--- src/rtl/spi_target_pkg.sv ---
// rtl/spi_target_pkg.sv - shared state encoding, register addresses and frame sizes
package spi_target_pkg;

  typedef enum logic [1:0] {
    ST_IDLE = 2'd0,
    ST_CMD  = 2'd1,
    ST_DATA = 2'd2,
    ST_DONE = 2'd3
  } state_t;

  localparam logic [6:0] ADDR_LED     = 7'h00;
  localparam logic [6:0] ADDR_BTN     = 7'h01;
  localparam logic [6:0] ADDR_SCRATCH = 7'h02;
  localparam logic [6:0] ADDR_ID      = 7'h03;
  localparam logic [6:0] ADDR_FCNT    = 7'h04;

  localparam int FRAME_BITS = 16;
  localparam int CMD_BITS   = 8;

endpackage

--- src/rtl/spi_in_sync.sv ---
// rtl/spi_in_sync.sv - oversampling synchroniser for SPI pins and buttons, with sclk edge detect
module spi_in_sync #(
  parameter int SYNC_STAGES = 2,
  parameter int BTN_WIDTH   = 2
) (
  input  logic                 clk,
  input  logic                 rst,
  input  logic                 sclk,
  input  logic                 ss_n,
  input  logic                 mosi,
  input  logic [BTN_WIDTH-1:0] butons,
  output logic                 sclk_rise,
  output logic                 sclk_fall,
  output logic                 ss_n_sync,
  output logic                 mosi_sync,
  output logic [BTN_WIDTH-1:0] btn_sync
);

  logic [SYNC_STAGES-1:0]                sclk_q;
  logic [SYNC_STAGES-1:0]                ss_q;
  logic [SYNC_STAGES-1:0]                mosi_q;
  logic [SYNC_STAGES-1:0][BTN_WIDTH-1:0] btn_q;
  logic                                  sclk_hist;

  // ss_n chain clears to 0 so a select held low across reset is not mistaken for a fresh idle period
  always_ff @(posedge clk) begin
    if (rst) begin
      sclk_q    <= '0;
      ss_q      <= '0;
      mosi_q    <= '0;
      btn_q     <= '0;
      sclk_hist <= 1'b0;
    end else begin
      sclk_q    <= {sclk_q[SYNC_STAGES-2:0], sclk};
      ss_q      <= {ss_q[SYNC_STAGES-2:0], ss_n};
      mosi_q    <= {mosi_q[SYNC_STAGES-2:0], mosi};
      btn_q     <= {btn_q[SYNC_STAGES-2:0], butons};
      sclk_hist <= sclk_q[SYNC_STAGES-1];
    end
  end

  assign sclk_rise = sclk_q[SYNC_STAGES-1] & ~sclk_hist;
  assign sclk_fall = ~sclk_q[SYNC_STAGES-1] & sclk_hist;
  assign ss_n_sync = ss_q[SYNC_STAGES-1];
  assign mosi_sync = mosi_q[SYNC_STAGES-1];
  assign btn_sync  = btn_q[SYNC_STAGES-1];

endmodule

--- src/rtl/spi_target_regs.sv ---
// rtl/spi_target_regs.sv - SPI mode-0 target exposing LED, button, scratch, ID and frame-count registers
import spi_target_pkg::*;

module spi_target_regs #(
  parameter int                   SYNC_STAGES = 2,
  parameter int                   LED_WIDTH   = 4,
  parameter int                   BTN_WIDTH   = 2,
  parameter logic [7:0]           ID_VALUE    = 8'hA5,
  parameter logic [LED_WIDTH-1:0] LED_RESET   = '0
) (
  input  logic                 io_systemClk,
  input  logic                 io_systemReset,
  input  logic                 spi_sclk,
  input  logic                 spi_ss_n,
  input  logic                 spi_mosi,
  output logic                 spi_miso,
  output logic                 spi_miso_oe,
  input  logic [BTN_WIDTH-1:0] butons,
  output logic [LED_WIDTH-1:0] leds,
  output logic                 frame_done
);

  localparam logic [4:0] CMD_LAST   = 5'(CMD_BITS - 1);
  localparam logic [4:0] FRAME_LAST = 5'(FRAME_BITS - 1);
  localparam logic [4:0] TX_FIRST   = 5'(CMD_BITS + 1);

  logic                 sclk_rise;
  logic                 sclk_fall;
  logic                 ss_n_sync;
  logic                 mosi_sync;
  logic [BTN_WIDTH-1:0] btn_sync;

  spi_in_sync #(
    .SYNC_STAGES(SYNC_STAGES),
    .BTN_WIDTH  (BTN_WIDTH)
  ) u_sync (
    .clk      (io_systemClk),
    .rst      (io_systemReset),
    .sclk     (spi_sclk),
    .ss_n     (spi_ss_n),
    .mosi     (spi_mosi),
    .butons   (butons),
    .sclk_rise(sclk_rise),
    .sclk_fall(sclk_fall),
    .ss_n_sync(ss_n_sync),
    .mosi_sync(mosi_sync),
    .btn_sync (btn_sync)
  );

  state_t               state;
  state_t               state_next;
  logic [4:0]           bit_cnt;
  logic [6:0]           rx_shift;
  logic [7:0]           tx_shift;
  logic                 rw;
  logic [6:0]           addr;
  logic                 armed;
  logic                 wr_led;
  logic                 wr_scratch;
  logic [7:0]           wr_data;
  logic [LED_WIDTH-1:0] led_reg;
  logic [7:0]           scratch;
  logic [7:0]           fcnt;
  logic                 miso_oe;
  logic                 done_pulse;

  logic                 start;
  logic                 abort;
  logic                 leave_done;
  logic                 rx_shift_en;
  logic                 cmd_last;
  logic                 data_last;
  logic                 tx_shift_en;
  logic [7:0]           rx_byte;
  logic [7:0]           rd_data;

  // Byte completed by the current rise: seven bits already held plus the bit being sampled now
  assign rx_byte = {rx_shift, mosi_sync};

  always_ff @(posedge io_systemClk) begin
    if (io_systemReset) begin
      state <= ST_IDLE;
    end else begin
      state <= state_next;
    end
  end

  always_comb begin
    state_next  = state;
    start       = 1'b0;
    abort       = 1'b0;
    leave_done  = 1'b0;
    rx_shift_en = 1'b0;
    cmd_last    = 1'b0;
    data_last   = 1'b0;
    tx_shift_en = 1'b0;
    case (state)
      ST_IDLE: begin
        if (armed && !ss_n_sync) begin
          start      = 1'b1;
          state_next = ST_CMD;
        end
      end
      ST_CMD: begin
        if (ss_n_sync) begin
          abort      = 1'b1;
          state_next = ST_IDLE;
        end else if (sclk_rise) begin
          rx_shift_en = 1'b1;
          if (bit_cnt == CMD_LAST) begin
            cmd_last   = 1'b1;
            state_next = ST_DATA;
          end
        end
      end
      ST_DATA: begin
        if (ss_n_sync) begin
          abort      = 1'b1;
          state_next = ST_IDLE;
        end else begin
          if (sclk_rise) begin
            rx_shift_en = 1'b1;
            if (bit_cnt == FRAME_LAST) begin
              data_last  = 1'b1;
              state_next = ST_DONE;
            end
          end
          // The fall right after the command byte keeps the MSB on the line for rise 9
          if (sclk_fall && bit_cnt >= TX_FIRST) begin
            tx_shift_en = 1'b1;
          end
        end
      end
      ST_DONE: begin
        if (ss_n_sync) begin
          leave_done = 1'b1;
          state_next = ST_IDLE;
        end
      end
      default: state_next = ST_IDLE;
    endcase
  end

  always_comb begin
    rd_data = 8'h00;
    case (rx_byte[6:0])
      ADDR_LED:     rd_data[LED_WIDTH-1:0] = led_reg;
      ADDR_BTN:     rd_data[BTN_WIDTH-1:0] = btn_sync;
      ADDR_SCRATCH: rd_data = scratch;
      ADDR_ID:      rd_data = ID_VALUE;
      ADDR_FCNT:    rd_data = fcnt;
      default:      rd_data = 8'h00;
    endcase
  end

  always_ff @(posedge io_systemClk) begin
    if (io_systemReset) begin
      bit_cnt    <= '0;
      rx_shift   <= '0;
      tx_shift   <= '0;
      rw         <= 1'b0;
      addr       <= '0;
      armed      <= 1'b0;
      wr_led     <= 1'b0;
      wr_scratch <= 1'b0;
      wr_data    <= '0;
      led_reg    <= LED_RESET;
      scratch    <= '0;
      fcnt       <= '0;
      miso_oe    <= 1'b0;
      done_pulse <= 1'b0;
    end else begin
      done_pulse <= data_last;
      wr_led     <= 1'b0;
      wr_scratch <= 1'b0;

      // A new frame needs ss_n observed high since the last one started (or since reset)
      if (start) begin
        armed <= 1'b0;
      end else if (ss_n_sync) begin
        armed <= 1'b1;
      end

      if (start) begin
        bit_cnt <= '0;
        miso_oe <= 1'b1;
      end
      if (abort || leave_done) begin
        miso_oe <= 1'b0;
      end

      if (rx_shift_en) begin
        rx_shift <= rx_byte[6:0];
        bit_cnt  <= bit_cnt + 5'd1;
      end

      if (cmd_last) begin
        rw       <= rx_byte[7];
        addr     <= rx_byte[6:0];
        tx_shift <= rx_byte[7] ? rd_data : 8'h00;
      end else if (tx_shift_en) begin
        tx_shift <= {tx_shift[6:0], 1'b0};
      end

      if (data_last) begin
        fcnt       <= fcnt + 8'd1;
        wr_data    <= rx_byte;
        wr_led     <= !rw && (addr == ADDR_LED);
        wr_scratch <= !rw && (addr == ADDR_SCRATCH);
      end

      if (wr_led) begin
        led_reg <= wr_data[LED_WIDTH-1:0];
      end
      if (wr_scratch) begin
        scratch <= wr_data;
      end
    end
  end

  assign spi_miso    = (state == ST_DATA) && rw && tx_shift[7];
  assign spi_miso_oe = miso_oe;
  assign leds        = led_reg;
  assign frame_done  = done_pulse;

endmodule

--- config.mk ---
export PLATFORM = sky130hd
export DESIGN_NAME = spi_target_regs
export DESIGN_NICKNAME = d
export VERILOG_FILES = /design/src/rtl/spi_target_pkg.sv /design/src/rtl/spi_in_sync.sv /design/src/rtl/spi_target_regs.sv
export SDC_FILE = /design/constraint.sdc
export NUM_CORES = 1
export LEC_CHECK = 0
export CORE_AREA = 3 3 97 62
export DETAILED_ROUTE_END_ITERATION = 6
export DIE_AREA = 0 0 100 65
export HOLD_SLACK_MARGIN = 0.05
export PLACE_DENSITY = 0.81
export SYNTH_ARGS = -nofsm -noshare
export SYNTH_HDL_FRONTEND = slang
export SYNTH_SLANG_ARGS = --single-unit
--- constraint.sdc ---
create_clock -name io_systemClk -period 3.55 [get_ports io_systemClk]
set_input_delay 0.355 -clock io_systemClk [delete_from_list [all_inputs] [get_ports io_systemClk]]
set_output_delay 0.355 -clock io_systemClk [all_outputs]
set_load 0.01 [all_outputs]
; Yosys cells after proc, flatten, opt, wreduce, memory -nomap -nowiden
; Cells that the tools add are included.
[op_classes]
add_sub_neg = 2
mul = 0
div_mod_pow = 0
magnitude_cmp = 1
n_eq_ne = 16
n_shift = 0
mux = 36
bitwise_logic = 5
reduce_logical = 19
[ops]
columns = cell, count
row1 = 2-to-1 mux 8 bit, 3
row2 = "== test 7 x 2 -> 1 bit, second input constant", 3
row3 = 2-to-1 mux 1 bit, 19
row4 = 2-to-1 mux 2 bit, 8
row5 = one-hot mux 2 bit (4 select lines), 2
row6 = zero test 7 bit, 2
row7 = "inequality test 3 x 2 -> 1 bit, second input constant", 4
row8 = one-hot mux 4 bit (3 select lines), 1
row9 = 2-to-1 mux 5 bit, 2
row10 = one-hot mux 2 bit (5 select lines), 1
row11 = "adder 8 x 1 -> 8 bit, second input constant", 1
row12 = OR reduction 2 bit, 4
row13 = "== test 7 x 1 -> 1 bit, second input constant", 1
row14 = "== test 7 x 3 -> 1 bit, second input constant", 1
row15 = logical AND 1 bit, 6
row16 = AND reduction 6 bit, 1
row17 = "adder 5 x 1 -> 5 bit, second input constant", 1
row18 = "== test 5 x 3 -> 1 bit, second input constant", 1
row19 = "== test 5 x 4 -> 1 bit, second input constant", 1
row20 = "greater-or-equal comparator 5 x 4 -> 1 bit, second input constant", 1
row21 = "== test 2 bit, second input constant", 2
row22 = nonzero test 2 bit, 2
row23 = NOT 1 bit, 3
row24 = bitwise AND 1 bit, 2
row25 = 6 further kinds, 7
[word_totals]
register_bits = 74
latchBits = 0
mem_bits_rw = 0
rom_bits = 0
input_bits = 7
out_inout_bits = 7
wordCells = 100
n_memories = 0

; Depth between registers and ports, before layout
[depth]
depth_word = 8
ltp_mapped = 8
mapped_depth_nobuf = 6

; By module
; Synthesis repeated with hierarchy kept, for this count alone.
[unflattened]
hier_cells = 371
area_unflattened_um2 = 3236.9
[by_module_without_submodules]
columns = mod, n_inst, cells_each, area_each_um2, seq_area_each_um2
row1 = spi_target_regs, 1, 344, 2871.5, 1261.2
row2 = spi_in_sync, 1, 27, 365.4, 220.2

; Worst setup path after synthesis
; Ideal clock, no wire load.
[synth_timing]
kind = reg-to-reg
from = reg bit_cnt[0]
to = reg state[0]
setup_ns = 0.119
t_arrival_ns = 1.787
required_time_ns = 3.431
slack_ns = 1.644
path_stages_with_launch = 8
n_path_buf = 1
period_less_slack_ns = 1.906
cell_sequence = dfxtp_1 > ha_1 > and3_1 > ha_1 > clkbuf_1 > o221a_2 > o21ba_2 > o221a_2
[synth_between]
elab_chain_cells = 3
elab_cells_between_ends = 5
cone_classes = 4 x eq/ne / 1 x reduce/logical
[synth_lines]
columns = element, line_no
row1 = "start, declared", spi_target_regs.sv:52  ; logic [4:0] bit_cnt;
row2 = "start signal, assigned", spi_target_regs.sv:194  ; bit_cnt <= bit_cnt + 5'd1;
row3 = == test 5 x 4 -> 1 bit or == test 5 x 3 -> 1 bit (tied branches), "spi_target_regs.sv:123, spi_target_regs.sv:110"
row4 = inequality test 3 x 2 -> 1 bit (no source line), --
row5 = AND reduction 6 bit (no source line) *, --
row6 = "end signal, assigned", spi_target_regs.sv:84  ; state <= state_next;
row7 = "end, declared", spi_target_regs.sv:50  ; state_t state;
; Mark *: on every way between the ends. The rest lies on a longest branch, timed or not.
; A chain may end at the register's enable or synchronous reset.

; Worst setup path in the final report
[layout_timing]
from = reg state[0]
to = out spi_miso
[layout_between]
elab_chain_cells = 3
[layout_lines]
columns = element, line_no
row1 = == test 2 bit, spi_target_regs.sv:221  ; assign spi_miso = (state == ST_DATA) && rw && tx_shift[7];
row2 = logical AND 1 bit (2 in series), spi_target_regs.sv:221
row3 = "end, declared", spi_target_regs.sv:16  ; output logic spi_miso,
; Every way passes these cells.

==> flow_summary.yaml <==
synthesis:
  yosysSeqAreaShare: 0.4536
  synth.largest_area_cell: "dfxtp_1"
  ys_warn_count: 0
  synth_nets: 392
  synth-seq-cells: 74
  synth_edf_count: 0
  async_flop_share: 0
  syn_avg_cell_area_um2: 8.662
  syn_inst: 377
  synth_area_um2: 3266
  synthFlopType: "dfxtp_1"
  synth_top_area_frac: 0.4536
  ys_types: 52
  synth.area.top_cells: "dfxtp_1, a21oi_1, nand2_1, mux2i_1, nor2_1"
grt:
  grt_max_degree: 42
  grt_overflow: 0
  grt_antenna_before_repair: 0
  gr-usage-all-layers: 0.2332
  grt_pass1_vias: 2461
  grt_pass1_wl_um: 11810
placement:
  post-place-cells: 433
  port_buffers: 13
  gp_congestion: 0.9067
  dp_hpwl_um: 4850
setup_path:
  crit_arrival_ns: 1.78
  reg2reg_to: "tx_shift[0]"
  cp-start-kind: "flop"
  crit_family: "buffers and inverters"
  required_ns: 3.19
  r2r_slack_ns: 1.52
  slowest_stage: "clkdlybuf4s50_1"
  path_max_fanout: 6
  reg2reg_depth: 5
  path_class: "reg2out"
  cp_cell_sequence: "inv_1, ha_1, and3_1, clkdlybuf4s50_1"
  cpPeakStageDelay_ns: 0.47
  critPathCaptureType: "output port"
  r2r-start: "bit_cnt[0]"
  critPathBufInv: 2
route:
  drtIter0Drc: 202
  wirelength_um: 6996
  first_pass_iters: 5
  vias_per_cell: 5.864
  drc: 0
  num_vias: 2627
  wl_per_cell_um: 15.62
  ant_nets: 0
clock_network:
  hold_buffers: 0
  cts_setup_buffers: 0
  clock_sinks: 74
  clock_latency_ns: 0.35
  clk_pin_slew_ns: 0.07
  ctsResizeCount: 0
  h-tree-depth: 3
  cts_max_path_buffers: 2
  tritoncts: "done"
  cts.root.buffer_cell: "clkbuf_8"
  numCtsBuffers: 9
sta:
  setup_violations: 0
  slew_headroom: 0.4820
  max_slew.worst_pin.slew_ns: 0.7699
  period_share: 0.6006
  grt_setup_unrepaired: "false"
  max_freq_mhz: 469.0
  slew_violations: 0
  skew_ns: 0.01087
  period_needed_ns: 2.132
  fin_tns_setup_ns: 0
  hold_viol: 0
hold_path:
  hp-start: "u_sync.sclk_q[0]"
  whs_endpoint: "u_sync.sclk_q[1]"
  min_path_type: "reg2reg"
  hold_depth: 1
floorplanning:
  coreArea_um2: 5080
  start_util: 0.6429
  die_h_um: 65
  core.rowCount: 20
  io_pins: 14
  dieWidth_um: 100
  die_area_um2: 6500
layout:
  drive_above_1_share: 0.06806
  fin_nets: 393
  fillers: 399
  area_growth_pct: 9.157
  fin_cells: 448
  diodes: 0
power_and_ir_drop:
  irDropWorstVdd_uv: 332.6
  p_leak_nw: 1.201
  p_total_mw: 1.577
  power.density_nw_per_um2: 442.5
run_status:
  status: "finished clean"
job:
  maxCapViolations: 0
## registers in the layout, indices dropped and copies added (netlist names), 2 cells and up
name / count
u_sync.ss_q: 2
u_sync.mosi_q: 2
leds: 4
u_sync.sclk_q: 2
fcnt: 8
rx_shift: 7
u_sync.btn_sync: 2
bit_cnt: 5
wr_data: 8
addr: 7
state: 2
u_sync.btn_q: 2
tx_shift: 8
scratch: 8
## placed cells by master, fill, tap and decap left out, drive strengths merged, types with 3 or more instances in the layout
cell type / n
nor4: 5
nor3: 5
clkbuf: 11
or3: 4
nor2b: 16
and2: 3
o2bb2ai: 4
buf: 3
ha: 8
nor2: 35
nand2: 54
dfxtp: 74
nand4: 4
a211oi: 7
a21oi: 41
nand3: 5
clkdlybuf4s50: 12
and4bb: 3
nand2b: 6
nand3b: 4
and3: 3
xor2: 3
o21ai: 6
a22oi: 4
inv: 11
mux2i: 15
o221a: 3
a31oi: 3
## cells in the mapped netlist (3+ instances only)
master,instances
a211oi_1,7
a21oi_1,41
a22oi_1,4
a31oi_1,3
and2_1,3
and3_1,3
buf_1,3
buf_2,3
buf_4,3
clkbuf_1,16
dfxtp_1,74
ha_1,8
inv_1,11
mux2i_1,15
nand2_1,54
nand2b_1,5
nand3_1,5
nand3b_1,4
nand4_1,4
nor2_1,35
nor2b_1,16
nor3_1,5
nor4_1,5
o21ai_0,5
o221a_2,3
o2bb2ai_1,4
or3_1,4
xor2_1,3
## final cells by class
type	count	area [um2]	share of cell area
clock buffers	11	131.4	0.03686
clock inverters	4	53.80	0.01509
inverters	11	41.29	0.01158
multi-input cells	267	1634	0.4584
flip-flops and latches	74	1481	0.4156
well taps	66	82.58	0.02317
repair buffers	15	140.1	0.03931
## metal layers
| layer | wire (um) | GRT usage | vias to the layer above |
|---|---|---|---|
| met5 | 0 | 0 | - |
| met4 | 61 | 0.07563 | 0 |
| met3 | 513 | 0.07957 | 7 |
| met2 | 2842 | 0.3140 | 82 |
| met1 | 3579 | 0.3440 | 1221 |
| li1 | - | - | 1317 |
## logic make-up after synthesis
family                     Yosys count  synth area share
adders and majority gates            8           0.03065
buffers and inverters               36           0.04598
DFF                                 74            0.4536
AOI/OAI and AO/OA                   83            0.1651
muxes                               16           0.04942
and+or+nand+nor                    155            0.2418
xor gates and xnor gates             5           0.01341
## worst reg2reg max path: stages (launching register included)
cell and delay [ns]:
dfxtp_1 0.42, ha_1 0.24, and4bb_1 0.31, and2_1 0.52, o2111ai_1 0.26, a21oi_1 0.20
## metrics by stage
step           utilization  worst slack (ns)  instance area (um2)  hold WS, ns
2_1_floorplan            -             1.644                 3266       0.4116
3_3_place_gp        0.6653             1.626                 3379       0.4167
3_5_place_dp        0.6653             1.545                 3379       0.4218
4_1_cts             0.7017             1.399                 3565       0.4392
5_1_grt             0.7017             1.269                 3565       0.4663
6_report            0.7017             1.418                 3565       0.4395
## worst max path at each step
stage                     slack, ns        from    endpoint  cells past startpoint
after floorplan                1.64  bit_cnt[0]    state[0]                      7
after global placement         1.63  bit_cnt[0]    state[0]                      6
after detailed placement       1.55  bit_cnt[0]  wr_scratch                      5
after CTS                      1.40    state[0]    spi_miso                      4
after global routing           1.27  bit_cnt[0]  wr_scratch                      5
final                          1.42    state[0]    spi_miso                      4
## power breakdown
part	internal (mW)	leakage (nW)	switching (mW)
Combinational	0.0442	0.517	0.0513
Clock	0.322	0.0856	0.308
Sequential	0.840	0.598	0.0121
Total	1.21	1.20	0.371
Note: power is estimated with default switching activity, not from simulation.
